==> src/rtl/duck_pkg.sv <==
// Shared types and default constants for the light-gun input conditioning path.
package duck_pkg;

  typedef enum logic [1:0] {
    RELEASED     = 2'd0,
    PRESS_WAIT   = 2'd1,
    PRESSED      = 2'd2,
    RELEASE_WAIT = 2'd3
  } deb_state_e;

  localparam int unsigned DEF_DEBOUNCE_CYCLES = 250000;
  localparam int unsigned DEF_HIT_THRESHOLD   = 64;
  localparam logic [7:0]  SHOTS_MAX           = 8'd255;

endpackage

==> src/rtl/gun_input_cond_if.sv <==
// Signal bundle between the timing generator / gun hardware and gun_input_cond.
interface gun_input_cond_if;
  import duck_pkg::*;

  // No valid/ready handshake lives here: every signal is a per-cycle level.
  // valid only qualifies sensor samples; screen_reset's rising edge starts a frame.
  logic       trigger_raw;
  logic       sensor_raw;
  logic       valid;
  logic       screen_reset;
  logic       trigger;
  logic       trigger_pulse;
  logic       detect;
  logic [7:0] shots_fired;
  deb_state_e dbg_state;

  modport master (
    output trigger_raw, sensor_raw, valid, screen_reset,
    input  trigger, trigger_pulse, detect, shots_fired, dbg_state
  );

  modport slave (
    input  trigger_raw, sensor_raw, valid, screen_reset,
    output trigger, trigger_pulse, detect, shots_fired, dbg_state
  );

endinterface

==> src/rtl/sync2.sv <==
// Two-flop synchronizer for one asynchronous bit, cleared by synchronous reset.
module sync2 (
  input  logic clk,
  input  logic rst_n,
  input  logic d,
  output logic q
);

  logic meta;

  always_ff @(posedge clk) begin
    if (!rst_n) begin
      meta <= 1'b0;
      q    <= 1'b0;
    end else begin
      meta <= d;
      q    <= meta;
    end
  end

endmodule

==> src/rtl/gun_input_cond.sv <==
// Light-gun input conditioning: trigger debounce with shot counting, and
// per-frame photodiode hit detection.
module gun_input_cond
  import duck_pkg::*;
#(
  parameter int unsigned DEBOUNCE_CYCLES = DEF_DEBOUNCE_CYCLES,
  parameter int unsigned HIT_THRESHOLD   = DEF_HIT_THRESHOLD
) (
  input  logic             clk,
  input  logic             rst_n,
  gun_input_cond_if.slave  bus
);

  localparam int unsigned    DW       = (DEBOUNCE_CYCLES > 1) ? $clog2(DEBOUNCE_CYCLES) : 1;
  localparam int unsigned    HW       = $clog2(HIT_THRESHOLD) + 1;
  localparam logic [DW-1:0]  DEB_LAST = DW'(DEBOUNCE_CYCLES - 1);
  localparam logic [HW-1:0]  HIT_MAX  = HW'(HIT_THRESHOLD);

  logic trig_s;
  logic sens_s;

  sync2 u_sync_trig (.clk(clk), .rst_n(rst_n), .d(bus.trigger_raw), .q(trig_s));
  sync2 u_sync_sens (.clk(clk), .rst_n(rst_n), .d(bus.sensor_raw),  .q(sens_s));

  deb_state_e    state_q, state_d;
  logic [DW-1:0] cnt_q, cnt_d;

  always_ff @(posedge clk) begin
    if (!rst_n) begin
      state_q <= RELEASED;
      cnt_q   <= '0;
    end else begin
      state_q <= state_d;
      cnt_q   <= cnt_d;
    end
  end

  // The counter measures how long the synced trigger has held its new level.
  always_comb begin
    state_d = state_q;
    cnt_d   = cnt_q;
    case (state_q)
      RELEASED: begin
        if (trig_s) begin
          state_d = PRESS_WAIT;
          cnt_d   = '0;
        end
      end
      PRESS_WAIT: begin
        if (!trig_s)                state_d = RELEASED;
        else if (cnt_q == DEB_LAST) state_d = PRESSED;
        else                        cnt_d   = cnt_q + 1'b1;
      end
      PRESSED: begin
        if (!trig_s) begin
          state_d = RELEASE_WAIT;
          cnt_d   = '0;
        end
      end
      RELEASE_WAIT: begin
        if (trig_s)                 state_d = PRESSED;
        else if (cnt_q == DEB_LAST) state_d = RELEASED;
        else                        cnt_d   = cnt_q + 1'b1;
      end
      default: state_d = RELEASED;
    endcase
  end

  logic       trigger_q;
  logic       pulse_q;
  logic [7:0] shots_q;

  // PRESSED with trigger still low can only be the first cycle after PRESS_WAIT.
  always_ff @(posedge clk) begin
    if (!rst_n) begin
      trigger_q <= 1'b0;
      pulse_q   <= 1'b0;
      shots_q   <= '0;
    end else begin
      trigger_q <= (state_q == PRESSED) || (state_q == RELEASE_WAIT);
      pulse_q   <= (state_q == PRESSED) && !trigger_q;
      if (pulse_q && (shots_q != SHOTS_MAX)) shots_q <= shots_q + 8'd1;
    end
  end

  logic          sr_q;
  logic          frame_start;
  logic [HW-1:0] hit_q;
  logic          detect_q;

  assign frame_start = bus.screen_reset & ~sr_q;

  // A frame start clears everything and drops that cycle's sample.
  always_ff @(posedge clk) begin
    if (!rst_n) begin
      sr_q     <= 1'b0;
      hit_q    <= '0;
      detect_q <= 1'b0;
    end else begin
      sr_q <= bus.screen_reset;
      if (frame_start) begin
        hit_q    <= '0;
        detect_q <= 1'b0;
      end else begin
        detect_q <= (hit_q == HIT_MAX);
        if (bus.valid && sens_s && (hit_q != HIT_MAX)) hit_q <= hit_q + 1'b1;
      end
    end
  end

  assign bus.trigger       = trigger_q;
  assign bus.trigger_pulse = pulse_q;
  assign bus.shots_fired   = shots_q;
  assign bus.detect        = detect_q;
  assign bus.dbg_state     = state_q;

endmodule

==> src/flat_wrapper.sv <==
// flat-port wrapper written by rule: the top's interface ports become plain ports
module gun_input_cond_flat import duck_pkg::*;
#(
  parameter int unsigned DEBOUNCE_CYCLES = DEF_DEBOUNCE_CYCLES,
  parameter int unsigned HIT_THRESHOLD   = DEF_HIT_THRESHOLD
)
  (clk, rst_n, bus_trigger_raw, bus_sensor_raw, bus_valid, bus_screen_reset, bus_trigger, bus_trigger_pulse, bus_detect, bus_shots_fired, bus_dbg_state);
  gun_input_cond_if bus_i ();
  input  logic clk;
  input  logic rst_n;
  input wire logic [$bits(bus_i.trigger_raw)-1:0] bus_trigger_raw;
  input wire logic [$bits(bus_i.sensor_raw)-1:0] bus_sensor_raw;
  input wire logic [$bits(bus_i.valid)-1:0] bus_valid;
  input wire logic [$bits(bus_i.screen_reset)-1:0] bus_screen_reset;
  output wire logic [$bits(bus_i.trigger)-1:0] bus_trigger;
  output wire logic [$bits(bus_i.trigger_pulse)-1:0] bus_trigger_pulse;
  output wire logic [$bits(bus_i.detect)-1:0] bus_detect;
  output wire logic [$bits(bus_i.shots_fired)-1:0] bus_shots_fired;
  output wire logic [$bits(bus_i.dbg_state)-1:0] bus_dbg_state;
  assign bus_i.trigger_raw = bus_trigger_raw;
  assign bus_i.sensor_raw = bus_sensor_raw;
  assign bus_i.valid = bus_valid;
  assign bus_i.screen_reset = bus_screen_reset;
  assign bus_trigger = bus_i.trigger;
  assign bus_trigger_pulse = bus_i.trigger_pulse;
  assign bus_detect = bus_i.detect;
  assign bus_shots_fired = bus_i.shots_fired;
  assign bus_dbg_state = bus_i.dbg_state;
  gun_input_cond #(.DEBOUNCE_CYCLES(DEBOUNCE_CYCLES), .HIT_THRESHOLD(HIT_THRESHOLD)) u_core (.clk(clk), .rst_n(rst_n), .bus(bus_i));
endmodule
==> config.mk <==
export PLATFORM = sky130hd
export DESIGN_NAME = gun_input_cond_flat
export DESIGN_NICKNAME = d
export VERILOG_FILES = /design/src/rtl/duck_pkg.sv /design/src/rtl/gun_input_cond_if.sv /design/src/rtl/sync2.sv /design/src/rtl/gun_input_cond.sv /design/src/flat_wrapper.sv
export SDC_FILE = /design/constraint.sdc
export NUM_CORES = 1
export LEC_CHECK = 0
export CORE_ASPECT_RATIO = 1.4
export CORE_MARGIN = 5
export CORE_UTILIZATION = 40
export DETAILED_ROUTE_END_ITERATION = 12
export GPL_TIMING_DRIVEN = 0
export PLACE_DENSITY_LB_ADDON = 0.08
export SETUP_SLACK_MARGIN = 0.02
export SLEW_MARGIN = 20
export SYNTH_ARGS = -nofsm -noshare
export SYNTH_HDL_FRONTEND = slang
export SYNTH_SLANG_ARGS = --single-unit
==> constraint.sdc <==
create_clock -name clk -period 3.2 [get_ports clk]
set_clock_uncertainty 0.15 [all_clocks]
set_input_delay 0.64 -clock clk [delete_from_list [all_inputs] [get_ports clk]]
set_output_delay 0.64 -clock clk [all_outputs]
set_load 0.01 [all_outputs]
# --- Yosys cells after proc, flatten, opt, wreduce, memory -nomap -nowiden ---
# Index checks and enable logic that the tools add are counted.
classes:
  addsub: 3
  n_mux: 13
  eq_ne: 13
  bitwise_logic: 3
  reduce_logical: 10
ops:
  columns: ["op", "count"]
  rows:
  - ["$mux W18", 5]
  - ["$pmux W18 S4", 1]
  - ["$add A18 B1 Y18 const B", 1]
  - ["$eq A18 B18 Y1 const B", 1]
  - ["$mux W2", 6]
  - ["$add A8 B1 Y8 const B", 1]
  - ["$ne A2 B2 Y1 const B", 4]
  - ["$ne A8 B8 Y1 const B", 1]
  - ["$pmux W2 S4", 1]
  - ["$reduce_and A4 Y1", 2]
  - ["$add A7 B1 Y7 const B", 1]
  - ["$eq A7 B7 Y1 const B", 1]
  - ["$ne A7 B7 Y1 const B", 1]
  - ["$ne A3 B2 Y1 const B", 2]
  - ["$eq A2 B2 Y1 const B", 2]
  - ["$logic_and A1 B1 Y1", 4]
  - ["$eq A2 B1 Y1 const B", 1]
  - ["$logic_not A2 Y1", 1]
  - ["$not A1 Y1", 2]
  - ["$reduce_or A2 Y1", 1]
  - ["$and A1 B1 Y1", 1]
  - ["$logic_not A1 Y1", 1]
  - ["$logic_or A1 B1 Y1", 1]
word_totals:
  output_inout_bits: 13
  register_bits: 43
  elab_cells: 54
  input_bits: 6

# --- Logic depth before layout (Yosys ltp) ---
# Gate-level depths: netlist (run 1).
depth:
  depth_word: 4
  mapped_depth: 7

# --- Hierarchy ---
# Synthesis (run 1) repeated with hierarchy kept, for this count alone.
unflattened:
  hier_cells: 220
  hier_area_um2: 1930.6
modules_own_cells:
  columns: ["module", "n_inst", "area_per_inst_um2", "cells_per_inst"]
  rows:
  - ["gun_input_cond", 1, 1825.5, 212]
  - ["sync2", 2, 52.6, 4]

# --- Worst setup path before layout (run 1) ---
# OpenSTA, ideal clock, no wires.
synth_timing:
  kind: "register to register"
  start: "register u_core.cnt_q[0]"
  end: "register u_core.cnt_q[16]"
  slack_ns: 1.464
  period_less_slack_ns: 1.736
  arrival_ns: 1.455
  setup_ns: 0.132
  stages_incl_launch_ff: 7
  path_cell_list: "dfxtp_1 ha_1 nand3_1 or4_4 nor2_2 a2bb2oi_1 a21oi_1"
synth_via:
  elab_chain_cells: 4
synth_rtl:
  columns: ["element", "line_no", "text"]
  rows:
  - ["start, declared", "gun_input_cond.sv:26", "logic [DW-1:0] cnt_q, cnt_d;"]
  - ["start signal, assigned", "gun_input_cond.sv:34", "cnt_q <= cnt_d;"]
  - ["$add A18 B1 Y18 / $eq A18 B18 Y1 (equally long branches)", null, null]
  - ["$mux W18 (*)", "gun_input_cond.sv:51, gun_input_cond.sv:62", null]
  - ["$mux W18 (on tied branches)", "gun_input_cond.sv:61, gun_input_cond.sv:50", null]
  - ["$pmux W18 S4 (*)", "gun_input_cond.sv:42", "case (state_q)"]
# Every way passes the cells marked *; elsewhere a longest branch is shown, timed or not. The select of a mux whose other input is x is not followed.
# A chain may end at the register's enable or synchronous reset.

# --- Worst setup path after layout (run 1) ---
layout_timing:
  start: "input port rst_n"
  end: "register u_core.shots_q[0] (netlist: u_core.bus.shots_fired[0])"
layout_rtl:
  columns: ["element", "line_no", "text"]
  rows:
  - ["start, declared", "flat_wrapper.sv:10", "input logic rst_n;"]
  - ["end signal, assigned", "gun_input_cond.sv:82", "if (pulse_q && (shots_q != SHOTS_MAX)) shots_q <= shots_q + 8'd1;"]
  - ["end, declared", "gun_input_cond.sv:71", "logic [7:0] shots_q;"]
# No word-level cell between the ends.

==> results of run 1 <==
-- sequential cells by signal, indices dropped and copies added, names as in the netlist, named ones only --
name / flops
u_core.sr_q: 1
u_core.cnt_q: 18
u_core.u_sync_trig.meta: 1
u_core.u_sync_sens.q: 1
u_core.hit_q: 7
u_core.bus.dbg_state: 1
u_core.bus.trigger_pulse: 1
u_core.bus.shots_fired: 8
u_core.u_sync_trig.q: 1
u_core.u_sync_sens.meta: 1
u_core.bus.detect: 1
u_core.bus.trigger: 1
-- logic make-up (layout without fill, tap and decap cells) --
kind of cell,after synthesis,count (layout),synth area share
adders and majority gates,4,4,0.02432
and+or+nand+nor,110,110,0.2924
DFF,43,43,0.4182
xor gates and xnor gates,14,14,0.06322
buffers and inverters,15,41,0.03222
muxes,1,1,0.004863
AOI/OAI and AO/OA,46,46,0.1647
-- stage by stage --
stage	cell area (um2)	power (W)	std cells	hold WS, ns
2_1_floorplan	2058	0.0005760	233	0.2619
3_3_place_gp	2321	0.0005933	317	0.2630
3_5_place_dp	2321	0.0005930	317	0.2696
4_1_cts	2454	0.001094	325	0.2897
5_1_grt	2454	0.001123	325	0.3052
6_report	2454	0.001078	325	0.2851
-- per-layer routing --
metal / GRT usage / up-vias / share of wire
met2: 0.2742 / 17 / 0.53
li1: - / 875 / -
met1: 0.1630 / 795 / 0.43
met4: 0.06113 / 0 / 0.022
met3: 0.02982 / 8 / 0.024
met5: 0 / - / 0
-- power by group --
part           switching (W)  total (W)  internal (W)
Sequential        0.00000195   0.000540      0.000538
Clock               0.000187   0.000499      0.000312
Combinational      0.0000247  0.0000393     0.0000146
Total               0.000214    0.00108      0.000865
-- critical path: stages --
cell	delay [ns]
clkdlybuf4s50_1	0.44
inv_1	0.22
clkbuf_1	0.41
clkbuf_1	0.42
nor2_1	0.10
-- final timing paths --
path / startpoint / endpoint / slack (ns) / cells past startpoint
max reg2reg: u_core.cnt_q[0] / u_core.cnt_q[9] / 1.12 / 6
min: u_core.bus.trigger / u_core.bus.trigger_pulse / 0.29 / 1
max: rst_n / u_core.bus.shots_fired[0] / 0.97 / 5
min reg2reg: u_core.bus.trigger / u_core.bus.trigger_pulse / 0.29 / 1
-- final cells by class --
cell class | instances | area, um2 | area share
Multi-Input combinational cell | 175 | 1131 | 0.4610
Sequential cell | 43 | 860.8 | 0.3508
Timing Repair Buffer | 18 | 180.2 | 0.07343
Tap cell | 66 | 82.58 | 0.03366
Clock buffer | 6 | 72.57 | 0.02958
Clock inverter | 2 | 60.06 | 0.02448
Buffer | 8 | 40.04 | 0.01632
Inverter | 7 | 26.28 | 0.01071
-- synthesized netlist by cell type, types with 2 or more instances --
master,number
nand2_1,25
a21boi_0,2
nor2_1,25
a31oi_1,2
nand3_1,9
a21oi_1,14
buf_2,2
o21ai_0,4
clkbuf_1,5
nand4_1,10
nor4b_2,2
nor3_1,2
xnor2_1,5
and3_1,6
xor2_1,8
o21a_1,3
dfxtp_1,43
or3_1,8
nand2b_1,2
or4_1,2
o22ai_2,5
ha_1,4
and2_1,5
o22ai_1,4
a21oi_2,5
inv_1,7
==> run_results.csv, run 1 <==
group,metric,value,unit
cells_and_area,fin_nets,268,
logic_synthesis,syn-num-nets,243,
outcome,status,"finished, final reports clean",
logic_synthesis,ys_warn_count,0,
global_route,grt_pass1_vias,1712,
timing,final_max_slew_viol_count,0,
route,drt_iter0_drc,71,
floorplan,die_x,70.63,um
route,routed_wl,4.573,mm
timing,max-slew-margin-rel,0.6160,
route,drtAntennaViolNets,0,
logic_synthesis,synth_top_cell_area_share,0.4182,
global_route,overflow,0,
global_route,grt_pass1_wl,7.859,mm
cells_and_area,antenna_cells,0,
power,p_leak,0.8272,nW
timing,hold_violations,0,
cells_and_area,layout_common_cells,"43 x dfxtp_1, 25 x nand2_1, 25 x nor2_1",
route,vias_per_cell,5.215,
placement,place_ws,0.6596,ns
global_route,antenna_found_initial,0,
floorplan,rows,31,
logic_synthesis,syn_inst,233,
clocking,cts_max_path_buffers,2,
clocking,clk_pin_slew,0.08,ns
clocking,cts_tree,"built",
route,drt_pass1_iterations,4,
logic_synthesis,postSynth.topFlopCell,"dfxtp_1",
clocking,cts_hold_buf,0,
setup_path,crit_path_start_kind,"input port",
floorplan,core,5081,um2
floorplan,fp.dieH,94.88,um
timing,finalSetupViolCount,0,
floorplan,start_util,0.4051,
timing,fmax,448.3,MHz
route,avgRoutedWirePerCell,14.07,um
clocking,cts_sinks,43,
cells_and_area,layout_commonest_cell,"dfxtp_1",
cells_and_area,post-route-util,0.4829,
route,vias,1695,
timing,worstMarginPinSlew,0.5722,ns
cells_and_area,area_growth,19.21,%
global_route,grt_max_degree,14,
placement,port_buffers,18,
job,drv_cap,0,
setup_path,critical_path.max_fanout,10,
logic_synthesis,yosysSeqAreaShare,0.4182,
logic_synthesis,ys_ff_latch,43,
global_route,grt_use_total,0.1479,
placement,place_congestion,0.7675,
timing,fin_tns_setup,0,ns
logic_synthesis,synthArstFlopShare,0,
timing,post-route-period-util,0.6971,
timing,setup_ws,0.9693,ns
clocking,insertion_delay,0.30,ns
hold_path,hp-class,"reg -> reg",
power,powerDensity,439.5,nW/um2
setup_path,crit_required,3.22,ns
timing,rsz0062_at_grt,"no",
clocking,cts.root.buffer_cell,"clkbuf_8",
clocking,cts_setup_buffers,0,
power,irDropWorstVdd,0.1828,mV
cells_and_area,fill_cells,519,
logic_synthesis,synth-edff-count,0,
logic_synthesis,ys_types,50,
logic_synthesis,synth_area,2058,um2
clocking,htreeDepth,2,
logic_synthesis,syn_area_per_cell,8.834,um2
clocking,cts_resized,0,
timing,fin_crit,2.231,ns
floorplan,ioPinCount,19,
setup_path,worstPathArrival,2.25,ns
placement,dp_hpwl,3.351,mm
route,drcViolationCount,0,
cells_and_area,drive_above_1_share,0.1274,
setup_path,end_kind,"flop",
floorplan,fp.dieArea,6701,um2
clocking,numCtsBuffers,5,
logic_synthesis,synth_area_leaders,"dfxtp_1 42%, nand2_1 4.6%, nor2_1 4.6%",
logic_synthesis,yosys.area.top_type,"dfxtp_1",
setup_path,path_class,"in -> reg",
Note: power is estimated with default switching activity, not from simulation.
==> inputs of run 2 (changes only) <==
==> constraint.sdc (replaced) <==
create_clock -name clk -period 2.2 [get_ports clk]
set_clock_uncertainty 0.15 [all_clocks]
set_input_delay 0.44 -clock clk [delete_from_list [all_inputs] [get_ports clk]]
set_output_delay 0.44 -clock clk [all_outputs]
set_load 0.01 [all_outputs]
==> run 2 against run 1 <==
- die area unchanged
- wire length up 2.1%
- combinational power up 51%
- clock power grew 46%
- non-clock buffer count up 1
- hold slack about the same
- cell area increased by 1.4%
- via count up 1.4%
- register-to-register slack worse by 0.92 ns
- global-route usage did not move
- largest cell class unchanged
==> run_results.csv, run 2 (synthesized netlist as in run 1, its figures left out) <==
group,metric,value,unit
floorplan,fp.dieArea,6701,um2
timing,max-slew-margin-rel,0.6198,
cells_and_area,largest_register_ffs,18,
timing,rsz0062_at_grt,"no",
floorplan,core,5081,um2
cells_and_area,layout_commonest_cell,"dfxtp_1",
global_route,grt_max_degree,14,
cells_and_area,layoutNonFillerInstCount,327,
clocking,cts.root.buffer_cell,"clkbuf_8",
route,vias,1718,
outcome,status,"finished, final reports clean",
route,routed_wl,4.669,mm
cells_and_area,area_growth,20.91,%
setup_path,path_cells,"clkdlybuf4s50_1 > inv_1 > clkbuf_1 > clkbuf_1 > nor2_1",
timing,fin_crit,2.034,ns
timing,worstMarginPinSlew,0.5664,ns
timing,hold_violations,0,
route,vias_per_cell,5.254,
clocking,clk_pin_slew,0.08,ns
global_route,grt_pass1_vias,1712,
power,irDropWorstVdd,0.2849,mV
power,p_leak,0.8427,nW
setup_path,end_kind,"flop",
clocking,cts_sinks,43,
clocking,cts_max_path_buffers,2,
placement,place_ws,-0.1404,ns
route,drt_iter0_drc,81,
timing,finalSetupViolCount,0,
timing,setup_ws,0.1659,ns
placement,dp_hpwl,3.351,mm
setup_path,worstPathArrival,2.05,ns
placement,place_congestion,0.7675,
setup_path,path_class,"in -> reg",
global_route,overflow,0,
timing,final_max_slew_viol_count,0,
cells_and_area,drive_above_1_share,0.1341,
floorplan,ioPinCount,19,
setup_path,critical_path.most_common_cell,"clkbuf_1",
floorplan,start_util,0.4051,
route,avgRoutedWirePerCell,14.28,um
route,drtAntennaViolNets,0,
route,wl_met1,1.932,mm
cells_and_area,antenna_cells,0,
job,drv_cap,0,
setup_path,cp_slowest_cell,"clkdlybuf4s50_1",
floorplan,die_x,70.63,um
cells_and_area,fill_cells,513,
cells_and_area,fin_nets,270,
route,wl_met2,2.494,mm
power,powerDensity,631.5,nW/um2
setup_path,critical_path.max_fanout,10,
hold_path,hp-class,"reg -> reg",
cells_and_area,multi_input_area,1156,um2
setup_path,crit_required,2.22,ns
setup_path,crit_path_start_kind,"input port",
route,top_layer,"met4",
floorplan,fp.dieH,94.88,um
clocking,numCtsBuffers,5,
timing,fin_tns_setup,0,ns
global_route,grt_use_total,0.1479,
clocking,insertion_delay,0.29,ns
cells_and_area,layout_common_cells,"43 x dfxtp_1, 25 x nand2_1, 25 x nor2_1",
setup_path,cp_slowest_stage_delay,0.44,ns
placement,port_buffers,18,
timing,post-route-period-util,0.9246,
route,drcViolationCount,0,
route,drt_pass1_iterations,4,
route,dr_wl_met3,135,um
timing,fmax,491.6,MHz
global_route,antenna_found_initial,0,
clocking,htreeDepth,2,
clocking,cts_tree,"built",
global_route,grt_pass1_wl,7.859,mm
cells_and_area,register_area,860.8,um2
placement,dp_cells,317,
cells_and_area,largest-register,"u_core.cnt_q",
floorplan,rows,31,
-- run 2: cell types whose count changed in the layout (fill, tap and decap cells not counted), sizes merged --
cell / previous run / this run
clkbuf: 11 / 12
o21ai: 7 / 8
-- run 2: final timing paths --
| kind | from | endpoint | slack (ns) | cells after the start |
|---|---|---|---|---|
| worst min register to register | u_core.u_sync_trig.meta | u_core.u_sync_trig.q | 0.28 | 1 |
| worst max register to register | u_core.cnt_q[0] | u_core.cnt_q[9] | 0.20 | 7 |
| worst max-delay path | rst_n | u_core.bus.shots_fired[0] | 0.17 | 5 |
| worst min-delay path | u_core.u_sync_trig.meta | u_core.u_sync_trig.q | 0.28 | 1 |
-- run 2: worst max-delay path, delay by kind of cell --
| family | cells | cell delay (ns) |
|---|---|---|
| simple gates | 1 | 0.10 |
| buf+inv | 4 | 1.49 |
-- run 2: repair_timing --
item	CTS	global route
gates resized for setup	0	3
hold buffers	0	0
setup buffers	0	1
endpoints found under the setup margin	0	13
-- run 2: per-stage QoR --
| step | instance area (um2) | utilization | power (W) | hold slack [ns] |
|---|---|---|---|---|
| final | 2489 | 0.4898 | 0.001572 | 0.2850 |
| after global routing | 2489 | 0.4898 | 0.001636 | 0.3052 |
| after CTS | 2454 | 0.4829 | 0.001591 | 0.2897 |
| after detailed placement | 2321 | 0.4568 | 0.0008625 | 0.2696 |
| after global placement | 2321 | 0.4568 | 0.0008629 | 0.2630 |
| after floorplan | 2058 | - | 0.0008378 | 0.2619 |
-- run 2: cell type report --
type | count | area share
Clock buffer | 6 | 0.02916
Multi-Input combinational cell | 176 | 0.4646
Clock inverter | 2 | 0.02413
Inverter | 7 | 0.01056
Buffer | 8 | 0.01709
Timing Repair Buffer | 19 | 0.07541
Tap cell | 66 | 0.03318
Sequential cell | 43 | 0.3459
-- run 2: metal layers --
layer  vias to the layer above  global-route usage
li1                        879                   -
met1                       805              0.1630
met2                        25              0.2742
met3                         9             0.02982
met4                         0             0.06113
met5                         -                   0
-- run 2: power by group --
| part | internal, W | switching, W | total, W | leakage [nW] |
|---|---|---|---|---|
| sequential | 0.000783 | 0.00000283 | 0.000786 | 0.347 |
| combinational | 0.0000225 | 0.0000369 | 0.0000594 | 0.430 |
| clock | 0.000454 | 0.000273 | 0.000727 | 0.0654 |
==> inputs of run 3 (changes only) <==
--- a/config.mk
+++ b/config.mk
@@ -8,6 +8,7 @@
 export CORE_ASPECT_RATIO = 1.4
 export CORE_MARGIN = 5
 export CORE_UTILIZATION = 40
+export CTS_BUF_LIST = sky130_fd_sc_hd__clkbuf_16
 export DETAILED_ROUTE_END_ITERATION = 12
 export GPL_TIMING_DRIVEN = 0
 export PLACE_DENSITY_LB_ADDON = 0.08
==> run 3 against run 2 <==
- cell area rose by 2.3%
- setup slack got worse by 0.012 ns
- global-route usage fell by 0.24 points
- clock power rose by 29%
- final cell count did not move
- non-clock buffer count did not move
- power rose by 14%
- first-iteration DRC count rose by 2.5%
- critical endpoint unchanged
- highest routed layer unchanged
==> run_results.csv, run 3 (synthesized netlist as in run 1, its figures left out) <==
group,metric,value,unit
global_route,grt_pass1_wl,7.810,mm
route,drtAntennaViolNets,0,
hold_path,hp-class,"reg -> reg",
timing,final_max_slew_viol_count,0,
clocking,cts_max_path_buffers,2,
route,drcViolationCount,0,
power,powerDensity,701.2,nW/um2
floorplan,ioPinCount,19,
timing,fin_crit,2.047,ns
setup_path,critical_path.most_common_cell,"clkbuf_1",
global_route,grt_max_degree,14,
outcome,status,"finished, final reports clean",
route,drt_pass1_iterations,4,
cells_and_area,fin_nets,270,
timing,worstMarginPinSlew,0.5664,ns
route,avgRoutedWirePerCell,14.23,um
floorplan,start_util,0.4051,
floorplan,die_x,70.63,um
cells_and_area,antenna_cells,0,
timing,holdWs,0.2801,ns
setup_path,crit_required,2.20,ns
placement,dp_hpwl,3.351,mm
setup_path,crit_path_start_kind,"input port",
placement,port_buffers,18,
clocking,cts_hold_buf,0,
placement,place_congestion,0.7675,
setup_path,path_class,"in -> reg",
placement,place_ws,-0.1404,ns
clocking,htreeDepth,2,
placement,dp_cells,317,
timing,post-route-period-util,0.9302,
route,vias,1709,
route,drt_iter0_drc,83,
global_route,overflow,0,
timing,setup_ws,0.1535,ns
cells_and_area,layout_commonest_cell,"dfxtp_1",
setup_path,critical_path.max_fanout,10,
floorplan,rows,31,
timing,hold_violations,0,
setup_path,worstPathArrival,2.05,ns
cells_and_area,area_growth,23.65,%
clocking,cts.root.buffer_cell,"clkbuf_16",
clocking,clk_pin_slew,0.06,ns
clocking,cts_tree,"built",
clocking,cts_sinks,43,
floorplan,core,5081,um2
power,p_leak,0.8725,nW
setup_path,end_kind,"flop",
setup_path,cp_slowest_cell,"clkdlybuf4s50_1",
global_route,grt_use_total,0.1455,
cells_and_area,drive_above_1_share,0.1341,
setup_path,path_cells,"clkdlybuf4s50_1 > inv_1 > clkbuf_1 > clkbuf_1 > nor2_1",
clocking,numCtsBuffers,5,
timing,finalSetupViolCount,0,
timing,fmax,488.6,MHz
global_route,antenna_found_initial,0,
timing,max-slew-margin-rel,0.6199,
cells_and_area,largest_register_ffs,18,
setup_path,cp_slowest_stage_delay,0.44,ns
cells_and_area,layoutNonFillerInstCount,327,
timing,rsz0062_at_grt,"no",
global_route,grt_pass1_vias,1705,
power,irDropWorstVdd,0.3635,mV
route,vias_per_cell,5.226,
floorplan,fp.dieArea,6701,um2
cells_and_area,layout_common_cells,"43 x dfxtp_1, 25 x nand2_1, 25 x nor2_1",
clocking,insertion_delay,0.28,ns
job,drv_cap,0,
route,routed_wl,4.654,mm
cells_and_area,largest-register,"u_core.cnt_q",
floorplan,fp.dieH,94.88,um
[run 3: changes by cell type in the layout (fill, tap and decap cells not counted), sizes merged]
cell	before	now
inv	7	8
clkbuf	12	11
[run 3: path summary, 6_finish.rpt]
check                                                  to  cells after the start                     from  slack, ns
worst max-delay path            u_core.bus.shots_fired[0]                      5                    rst_n       0.15
worst min-delay path                 u_core.u_sync_trig.q                      1  u_core.u_sync_trig.meta       0.28
worst max register to register            u_core.cnt_q[9]                      7          u_core.cnt_q[0]       0.21
worst min register to register       u_core.u_sync_trig.q                      1  u_core.u_sync_trig.meta       0.28
[run 3: area by class of cell]
class	count	area [um2]
Multi-Input combinational cell	176	1156
Clock inverter	3	63.81
Tap cell	66	82.58
Clock buffer	5	125.1
Timing Repair Buffer	19	187.7
Fill cell	511	2536
Buffer	8	42.54
Sequential cell	43	860.8
Inverter	7	26.28
[run 3: timing repair]
| action | 4_1_cts | 5_1_grt |
|---|---|---|
| endpoints found under the setup margin | 0 | 13 |
| hold endpoints to repair | 0 | 0 |
| gates resized for setup | 0 | 3 |
| setup buffers | 0 | 1 |
[run 3: power breakdown]
| part | total, W | internal (W) | switching, W |
|---|---|---|---|
| Combinational | 0.0000593 | 0.0000225 | 0.0000368 |
| Clock | 0.000939 | 0.000646 | 0.000293 |
| Sequential | 0.000787 | 0.000784 | 0.00000285 |
[run 3: metal layers]
| layer | up-vias | GRT usage | share of wire |
|---|---|---|---|
| met1 | 799 | 0.1623 | 0.42 |
| li1 | 881 | - | - |
| met3 | 6 | 0.02023 | 0.025 |
| met4 | 0 | 0.06113 | 0.020 |
| met2 | 23 | 0.2734 | 0.53 |
| met5 | - | 0 | 0 |
[run 3: worst max-delay path, delay by kind of cell]
kind	cells	cell delay, ns
buf+inv	4	1.49
simple gates	1	0.10
[run 3: through the flow]
| step | total power, W | TNS [ns] | util | instance area [um2] |
|---|---|---|---|---|
| floorplan | 0.0008378 | 0 | - | 2058 |
| global placement | 0.0008629 | -2.490 | 0.4568 | 2321 |
| detailed placement | 0.0008625 | -2.097 | 0.4568 | 2321 |
| CTS | 0.001803 | 0 | 0.4940 | 2510 |
| global route | 0.001840 | 0 | 0.5009 | 2545 |
| finish | 0.001785 | 0 | 0.5009 | 2545 |
